[src/rtl/cnu_msg_expand.sv]
// cnu_msg_expand: check-node output stage of the min-sum LDPC decoder.
// Buffers compressed check-node records (min, min2, one-hot min index, input
// signs) in a 2-entry FIFO and expands each into D serialized c2v messages,
// one edge per cycle, in sign-magnitude form.
// Optional feature macro: CNU_OFFSET_EN (offset min-sum, saturating at 0).
module cnu_msg_expand #(
  parameter int unsigned data_w = 9,
  parameter int unsigned D      = 7,
  parameter int unsigned OFFSET = 1,
  localparam int unsigned edge_w = $clog2(D)
) (
  input  logic              clk,
  input  logic              rst,
  input  logic              in_valid,
  output logic              in_ready,
  input  logic [data_w-1:0] in_min,
  input  logic [data_w-1:0] in_min2,
  input  logic [D-1:0]      in_idx,
  input  logic [D-1:0]      in_sign,
  output logic              out_valid,
  input  logic              out_ready,
  output logic [data_w:0]   out_msg,
  output logic [edge_w-1:0] out_edge,
  output logic              out_last
);

  typedef enum logic {IDLE = 1'b0, EMIT = 1'b1} state_t;

`ifdef CNU_OFFSET_EN
  localparam logic [data_w-1:0] off_c = data_w'(OFFSET);
`else
  // Offset disabled: a zero offset makes the saturating subtract a pass-through.
  localparam logic [data_w-1:0] off_c = data_w'(OFFSET * 0);
`endif

  state_t state_q, state_d;

  logic [data_w-1:0] min_mem  [2];
  logic [data_w-1:0] min2_mem [2];
  logic [D-1:0]      idx_mem  [2];
  logic [D-1:0]      sign_mem [2];
  logic              wr_ptr_q, rd_ptr_q;
  logic [1:0]        count_q;

  logic [edge_w-1:0] cnt_q, cnt_d;
  logic              push, pop, load, out_free, cnt_last;
  logic [data_w-1:0] sel_mag, mag;
  logic              msg_sign;

  // Ready depends only on FIFO occupancy, never on in_valid.
  assign in_ready = (count_q != 2'd2);
  assign push     = in_valid && in_ready;
  assign out_free = !out_valid || out_ready;
  assign cnt_last = (cnt_q == edge_w'(D - 1));

  // Record storage; contents need no reset since count_q gates their use.
  always_ff @(posedge clk) begin
    if (push) begin
      min_mem[wr_ptr_q]  <= in_min;
      min2_mem[wr_ptr_q] <= in_min2;
      idx_mem[wr_ptr_q]  <= in_idx;
      sign_mem[wr_ptr_q] <= in_sign;
    end
  end

  // FIFO pointers and occupancy; simultaneous push and pop leave count unchanged.
  always_ff @(posedge clk or negedge rst) begin
    if (!rst) begin
      wr_ptr_q <= 1'b0;
      rd_ptr_q <= 1'b0;
      count_q  <= 2'd0;
    end else begin
      if (push) wr_ptr_q <= ~wr_ptr_q;
      if (pop)  rd_ptr_q <= ~rd_ptr_q;
      case ({push, pop})
        2'b10:   count_q <= count_q + 2'd1;
        2'b01:   count_q <= count_q - 2'd1;
        default: count_q <= count_q;
      endcase
    end
  end

  // Emitter state and edge counter.
  always_ff @(posedge clk or negedge rst) begin
    if (!rst) begin
      state_q <= IDLE;
      cnt_q   <= '0;
    end else begin
      state_q <= state_d;
      cnt_q   <= cnt_d;
    end
  end

  // Next state: IDLE loads edge 0 straight away so a fresh record shows up one cycle after its push.
  always_comb begin
    state_d = state_q;
    cnt_d   = cnt_q;
    load    = 1'b0;
    pop     = 1'b0;
    case (state_q)
      IDLE: begin
        if ((count_q != 2'd0) && out_free) begin
          load    = 1'b1;
          cnt_d   = cnt_q + edge_w'(1);
          state_d = EMIT;
        end
      end
      EMIT: begin
        if (out_free) begin
          load = 1'b1;
          if (cnt_last) begin
            pop   = 1'b1;
            cnt_d = '0;
            // Stay in EMIT when another record remains, counting a same-cycle push.
            if ((count_q == 2'd1) && !push) state_d = IDLE;
          end else begin
            cnt_d = cnt_q + edge_w'(1);
          end
        end
      end
      default: state_d = IDLE;
    endcase
  end

  // Message datapath for the head record at edge cnt_q.
  always_comb begin
    sel_mag  = idx_mem[rd_ptr_q][cnt_q] ? min2_mem[rd_ptr_q] : min_mem[rd_ptr_q];
    mag      = (sel_mag > off_c) ? (sel_mag - off_c) : '0;
    msg_sign = (^sign_mem[rd_ptr_q]) ^ sign_mem[rd_ptr_q][cnt_q];
  end

  // Output register: loads whenever free, holds while stalled.
  always_ff @(posedge clk or negedge rst) begin
    if (!rst) begin
      out_valid <= 1'b0;
      out_msg   <= '0;
      out_edge  <= '0;
      out_last  <= 1'b0;
    end else if (out_free) begin
      out_valid <= load;
      if (load) begin
        out_msg  <= {msg_sign, mag};
        out_edge <= cnt_q;
        out_last <= cnt_last;
      end
    end
  end

endmodule

[config.mk]
export PLATFORM = sky130hd
export DESIGN_NAME = cnu_msg_expand
export DESIGN_NICKNAME = d
export VERILOG_FILES = /design/src/rtl/cnu_msg_expand.sv
export SDC_FILE = /design/constraint.sdc
export NUM_CORES = 1
export LEC_CHECK = 0
export BUFFER_PORTS_ARGS = -buffer_cell sky130_fd_sc_hd__buf_4
export CAP_MARGIN = 0
export CORE_MARGIN = 3
export CORE_UTILIZATION = 50
export DETAILED_ROUTE_END_ITERATION = 8
export GPL_TIMING_DRIVEN = 0
export MAX_ROUTING_LAYER = met4
export PLACE_DENSITY = 0.71
export SYNTH_ARGS = -nofsm -noshare
export SYNTH_HDL_FRONTEND = slang
export SYNTH_SLANG_ARGS = --single-unit
export TNS_END_PERCENT = 1
[constraint.sdc]
create_clock -name clk -period 6.4 [get_ports clk]
set_input_delay 0 -clock clk [delete_from_list [all_inputs] [get_ports clk]]
set_output_delay 0 -clock clk [all_outputs]
set_load 0.01 [all_outputs]
==> results of run 1 <==
synthesized netlist by cell type (all sizes together), types with 2 or more instances:
master | count | area [sq um]
mux2i | 23 | 230
mux4 | 6 | 143
nand2 | 13 | 48.8
nor2 | 15 | 56.3
buf | 5 | 43.8
nor2b | 3 | 18.8
ha | 6 | 75.1
xnor2 | 9 | 78.8
clkbuf | 7 | 27.5
mux2 | 3 | 33.8
a221o | 9 | 90.1
xnor3 | 3 | 67.6
o21ai | 6 | 30.0
nand3 | 2 | 10.0
inv | 6 | 22.5
edfxtp | 64 | 1920
a31oi | 2 | 18.8
dfrtp | 23 | 576
nor3 | 11 | 55.1
per-stage QoR:
step           setup slack [ns]  total power, mW  hold slack, ns  std cells
4_1_cts                    3.92             2.03          0.0592        424
6_report                   3.93             2.01          0.0654        424
3_3_place_gp               2.99             1.56         -0.0897        373
3_5_place_dp               3.94             1.60         -0.0810        374
5_1_grt                    3.66             2.13           0.102        424
2_1_floorplan              3.76             1.36          -0.296        226
registers in the layout, indices dropped and copies added (netlist names):
name,count
cnt_q,3
out_edge,3
out_valid,1
min2_mem,18
sign_mem,14
min_mem,18
out_msg,10
rd_ptr_q,1
out_last,1
count_q,2
state_q,1
wr_ptr_q,1
idx_mem,14
critical path: cells and delay by family (launching register included):
kind / cells / cell delay (ns)
AND/OR/NAND/NOR: 2 / 0.36
AO/OA/AOI/OAI: 1 / 0.12
buffers and inverters: 4 / 1.30
flip-flops: 1 / 0.41
adder cells (fa/ha/maj): 1 / 0.17
routing by layer:
| layer | share of wire [%] | wire length, um |
|---|---|---|
| met4 | 1.1 | 76 |
| met3 | 5.0 | 337 |
| met1 | 42 | 2860 |
| met5 | 0 | 0 |
| met2 | 51 | 3460 |
how the worst max path moves through the flow:
| stage | startpoint | endpoint | slack, ns | cells past startpoint |
|---|---|---|---|---|
| floorplan | count_q[0] | idx_mem[0][0] | 3.76 | 5 |
| global placement | count_q[0] | sign_mem[0][5] | 2.99 | 5 |
| detailed placement | count_q[0] | out_edge[2] | 3.94 | 8 |
| CTS | count_q[0] | out_edge[2] | 3.92 | 8 |
| global route | count_q[0] | out_edge[0] | 3.66 | 9 |
| finish | count_q[0] | out_edge[2] | 3.93 | 8 |
cell families after synthesis:
| logic type | count (synthesis) | synth area share, % |
|---|---|---|
| DFF | 87 | 68.8 |
| and+or+nand+nor | 47 | 5.72 |
| muxes | 32 | 11.2 |
| AOI/OAI and AO/OA | 23 | 5.41 |
| buffers and inverters | 18 | 2.58 |
| xor gates and xnor gates | 13 | 4.27 |
| adders and majority gates | 6 | 2.07 |
cell type report:
type | instances | area [sq um] | area share (%)
Sequential cell | 87 | 2500 | 52.8
Multi-Input combinational cell | 121 | 1050 | 22.2
Timing Repair Buffer | 86 | 743 | 15.7
Clock buffer | 10 | 128 | 2.70
Tap cell | 96 | 120 | 2.54
Clock inverter | 6 | 93.8 | 1.99
Buffer | 12 | 71.3 | 1.51
Inverter | 6 | 22.5 | 0.477
where the power goes:
part | switching [mW] | total [mW] | internal (mW)
registers | 0.0684 | 0.850 | 0.782
logic | 0.378 | 0.746 | 0.368
clock network | 0.193 | 0.416 | 0.223
==> flow_summary.json, run 1 <==
{
  "crit_required_ns": 6.62,
  "die_area_sq_um": 8320,
  "first_iter_violations": 108,
  "antenna_cells": 0,
  "synth_nets": 268,
  "critPathKind": "flip-flop to flip-flop",
  "hold_depth": 3,
  "cts_tree": "built",
  "htree_levels": 3,
  "drt_first_pass_iters": 4,
  "r2r_cells": 8,
  "startpoint_type": "flip-flop",
  "cts_hold_buf": 34,
  "die_w_um": 91.2,
  "grt.met2_usage_pct": 29.2,
  "avgSynthCellArea_sq_um": 16.1,
  "maxCapViolations": 0,
  "syn_area_sq_um": 3630,
  "r2r-end": "out_edge[2]",
  "ys_async_sr_fraction_pct": 26.4,
  "fill_cells": 489,
  "setup_viol": 0,
  "cpPeakStageDelay_ns": 0.46,
  "critPathMaxFanout": 10,
  "cp-end-kind": "flip-flop",
  "synth_cell_types": 34,
  "power.density_nw_per_um2": 426,
  "clock_latency_ns": 0.35,
  "slew_violations": 0,
  "final_cell_area_sq_um": 4730,
  "outcome": "complete, no violations",
  "crit_path_top_delay_cell": "clkbuf_1",
  "max_slew_margin_pct": 49.0,
  "clock-sinks": 87,
  "layout.nets": 365,
  "fmax_mhz": 405,
  "grtUsageMet3_pct": 2.98,
  "routed_via_density": 5.11,
  "crit_top_cell": "clkbuf_1",
  "cts_setup_buffers": 0,
  "routedWlPerCell_um": 15.9,
  "route.detailed.drc": 0,
  "r2r-start": "count_q[0]",
  "cts_buffers": 9,
  "rsz0062_at_grt": "false",
  "peakVddDrop_v": 0.000196,
  "grt_pass1_vias": 2261,
  "grt_use_total_pct": 17.8,
  "layout-drive-gt1-share_pct": 26.2,
  "ys_seq_area_share_pct": 68.8,
  "layout_commonest_cell": "edfxtp_1",
  "met1_usage_pct": 22.4,
  "min_period_ns": 2.47,
  "final_cell_mix": "64 x edfxtp_1, 51 x buf_4, 34 x dlygate4sd3_1",
  "cts_buffer_depth": 2,
  "clock_skew_ns": 0.00982,
  "hold_end": "wr_ptr_q",
  "utilization_pct": 68.4,
  "gr-total-overflow": 0,
  "leakagePower_nw": 1.90,
  "ys_ff_latch": 87,
  "grt_pass1_wl_um": 11000,
  "syn_inst": 226,
  "ios": 52,
  "port-buffer-count": 51,
  "finalCritPeriodShare_pct": 38.6,
  "arrival_ns": 2.69,
  "post-dp-hpwl_um": 4390,
  "antenna_found_initial": 0,
  "initial_core_util_pct": 52.6,
  "ant_nets": 0,
  "tightest_slew_ns": 0.765,
  "hold_path_class": "primary input to flip-flop",
  "ctsResizeCount": 0,
  "hp-start": "in_valid",
  "synth-edff-count": 64,
  "clkTransAtPathRegs_ns": 0.08,
  "vias": 2166,
  "row_count": 30,
  "syn_to_final_growth_pct": 30.1,
  "rrSetupSlack_ns": 3.93,
  "tns_ns": 0,
  "grt_start_max_net_pins": 33,
  "placed_area_sq_um": 4160,
  "die_h_um": 91.2,
  "cts_root_buf": "clkbuf_8",
  "path_cells": "inv_1, ha_1, nor2b_1, or2_2, clkbuf_1, clkbuf_1, clkbuf_1, o21ai_0",
  "gp_congestion": 0.780,
  "yosysWarnings": 0,
  "hold_violations": 0,
  "drt-total-wl_um": 6730,
  "synth-main-ff-cell": "edfxtp_1",
  "grt_busiest_layer": "met2",
  "core_sq_um": 6910
}
Power figures use the tool's default switching activity.
==> inputs of run 2 (changes only) <==
==> constraint.sdc (replaced) <==
create_clock -name clk -period 2.45 [get_ports clk]
set_input_delay 0 -clock clk [delete_from_list [all_inputs] [get_ports clk]]
set_output_delay 0 -clock clk [all_outputs]
set_load 0.01 [all_outputs]
==> run 2 against run 1 <==
  * Non-clock buffer count is the same
  * Die area is the same
  * Critical endpoint is now out_edge[0]
  * Critical path type unchanged
  * Clock-buffer cell count grew 2
==> flow_summary.json, run 2 (synthesis gave the netlist of run 1 again) <==
{
  "outcome": "complete, no violations",
  "gp_congestion": 0.748,
  "final_cell_mix": "64 x edfxtp_1, 51 x buf_4, 34 x dlygate4sd3_1",
  "layout-drive-gt1-share_pct": 26.5,
  "seq_power_share_pct": 43.4,
  "intPower_mw": 3.50,
  "maxCapViolations": 0,
  "pwr-share-comb_pct": 37.6,
  "clkTransAtPathRegs_ns": 0.08,
  "tightest_slew_ns": 0.831,
  "switching_share_pct": 32.1,
  "rsz0062_at_grt": "true",
  "fill_cells": 491,
  "power.density_nw_per_um2": 1100,
  "hold_violations": 0,
  "vias": 2206,
  "grt_use_total_pct": 18.5,
  "critPathKind": "flip-flop to flip-flop",
  "cts_tree": "built",
  "min_period_ns": 2.36,
  "finalCritPeriodShare_pct": 96.4,
  "clock_skew_ns": 0.00712,
  "routed_via_density": 5.20,
  "cts_setup_buffers": 0,
  "crit_required_ns": 2.67,
  "startpoint_type": "flip-flop",
  "fin_hold_ws_ns": 0.0878,
  "finalNonFillerCells": 424,
  "tns_ns": 0,
  "slew_violations": 0,
  "core_sq_um": 6910,
  "r2r_cells": 8,
  "final_cell_area_sq_um": 4700,
  "seq_area_sq_um": 2500,
  "first_iter_violations": 109,
  "arrival_ns": 2.58,
  "peakVddDrop_v": 0.000581,
  "grt_pass1_wl_um": 11500,
  "cts_buffers": 9,
  "die_area_sq_um": 8320,
  "power.share.clock_pct": 19.0,
  "max_slew_margin_pct": 44.6,
  "dp_slack_ns": 0.00544,
  "die_h_um": 91.2,
  "setup_viol": 0,
  "hold_end": "wr_ptr_q",
  "antenna_cells": 0,
  "hold_depth": 3,
  "critPathMaxFanout": 10,
  "grt_start_max_net_pins": 33,
  "hold_path_class": "primary input to flip-flop",
  "initial_core_util_pct": 52.6,
  "power.switching_mw": 1.66,
  "cp-end-kind": "flip-flop",
  "layout_commonest_cell": "edfxtp_1",
  "biggestRegsByFlops": "min2_mem: 18 flops, min_mem: 18 flops",
  "rrSetupSlack_ns": 0.09,
  "route.detailed.drc": 0,
  "ios": 52,
  "grt_pass1_vias": 2379,
  "cts_buffer_depth": 2,
  "row_count": 30,
  "hp-start": "in_valid",
  "multi_input_area_sq_um": 1050,
  "layout_setup_ws_ns": 0.0885,
  "post-dp-hpwl_um": 4510,
  "antenna_found_initial": 0,
  "layout.nets": 365,
  "die_w_um": 91.2,
  "ant_nets": 0,
  "dp_cells": 374,
  "clock-sinks": 87,
  "syn_to_final_growth_pct": 29.4,
  "r2r-start": "count_q[0]",
  "drt_first_pass_iters": 4,
  "placed_area_sq_um": 4160,
  "cts_root_buf": "clkbuf_8",
  "routedWlPerCell_um": 16.8,
  "gr-total-overflow": 0,
  "r2r-end": "out_edge[0]",
  "leakagePower_nw": 1.90,
  "htree_levels": 3,
  "clock_latency_ns": 0.35,
  "port-buffer-count": 51,
  "drt-total-wl_um": 7110,
  "fmax_mhz": 423
}
run 2: cell types whose count changed in the layout (fill, tap and decap cells not counted), sizes merged:
cell,previous run,this run
clkbuf,17,19
bufinv,2,1
inv,7,6
run 2: layer usage:
metal | part of all wire [%] | global-route usage (%) | vias to the layer above
met5 | 0 | - | -
met3 | 3.6 | 2.98 | 16
li1 | - | - | 1040
met2 | 53 | 32.2 | 64
met1 | 41 | 21.6 | 1086
met4 | 1.8 | 7.29 | 0
run 2: cell type report:
type / count / area share [%]
Multi-Input combinational cell: 121 / 22.3
Timing Repair Buffer: 86 / 15.8
Inverter: 6 / 0.479
Clock buffer: 12 / 3.09
Sequential cell: 87 / 53.1
Clock inverter: 4 / 1.01
Buffer: 12 / 1.57
Tap cell: 96 / 2.56
run 2: per-stage QoR:
step                utilization [%]  total power, mW
CTS                            68.0             5.20
floorplan                         -             3.56
global route                   68.0             5.45
finish                         68.0             5.16
detailed placement             60.3             4.18
global placement               59.9             4.10
run 2: power by group through the flow:
stage	clock, mW	sequential (mW)	combinational, mW
6_report	0.980	2.24	1.94
5_1_grt	1.06	2.28	2.11
4_1_cts	0.990	2.24	1.97
3_5_place_dp	0	2.26	1.92
3_3_place_gp	0	2.26	1.85
2_1_floorplan	0	2.26	1.29
run 2: critical path, stage by stage (launching register included):
cell and delay [ns]:
dfrtp_1 0.42, inv_1 0.10, ha_1 0.16, nor2b_1 0.19, or2_2 0.15, clkbuf_1 0.41, clkbuf_2 0.34, clkbuf_1 0.35
o21ai_0 0.13
run 2: how the worst max path moves through the flow:
stage                    start              to  slack [ns]  depth (start not counted)
CTS                 count_q[0]      out_msg[2]       0.003                          8
detailed placement  count_q[0]     out_edge[0]       0.005                          8
global placement    count_q[0]  min2_mem[0][2]       -0.21                          5
floorplan           count_q[0]   idx_mem[0][0]        0.34                          5
global route        count_q[0]      out_msg[9]        -0.1                          9
finish              count_q[0]     out_edge[0]        0.09                          8
run 2: timing repair:
item,4_1_cts,5_1_grt
hold buffers,34,0
endpoints found under the setup margin,5,15
endpoints found under the hold margin,88,0
gates resized for setup,1,2
cloned,0,0
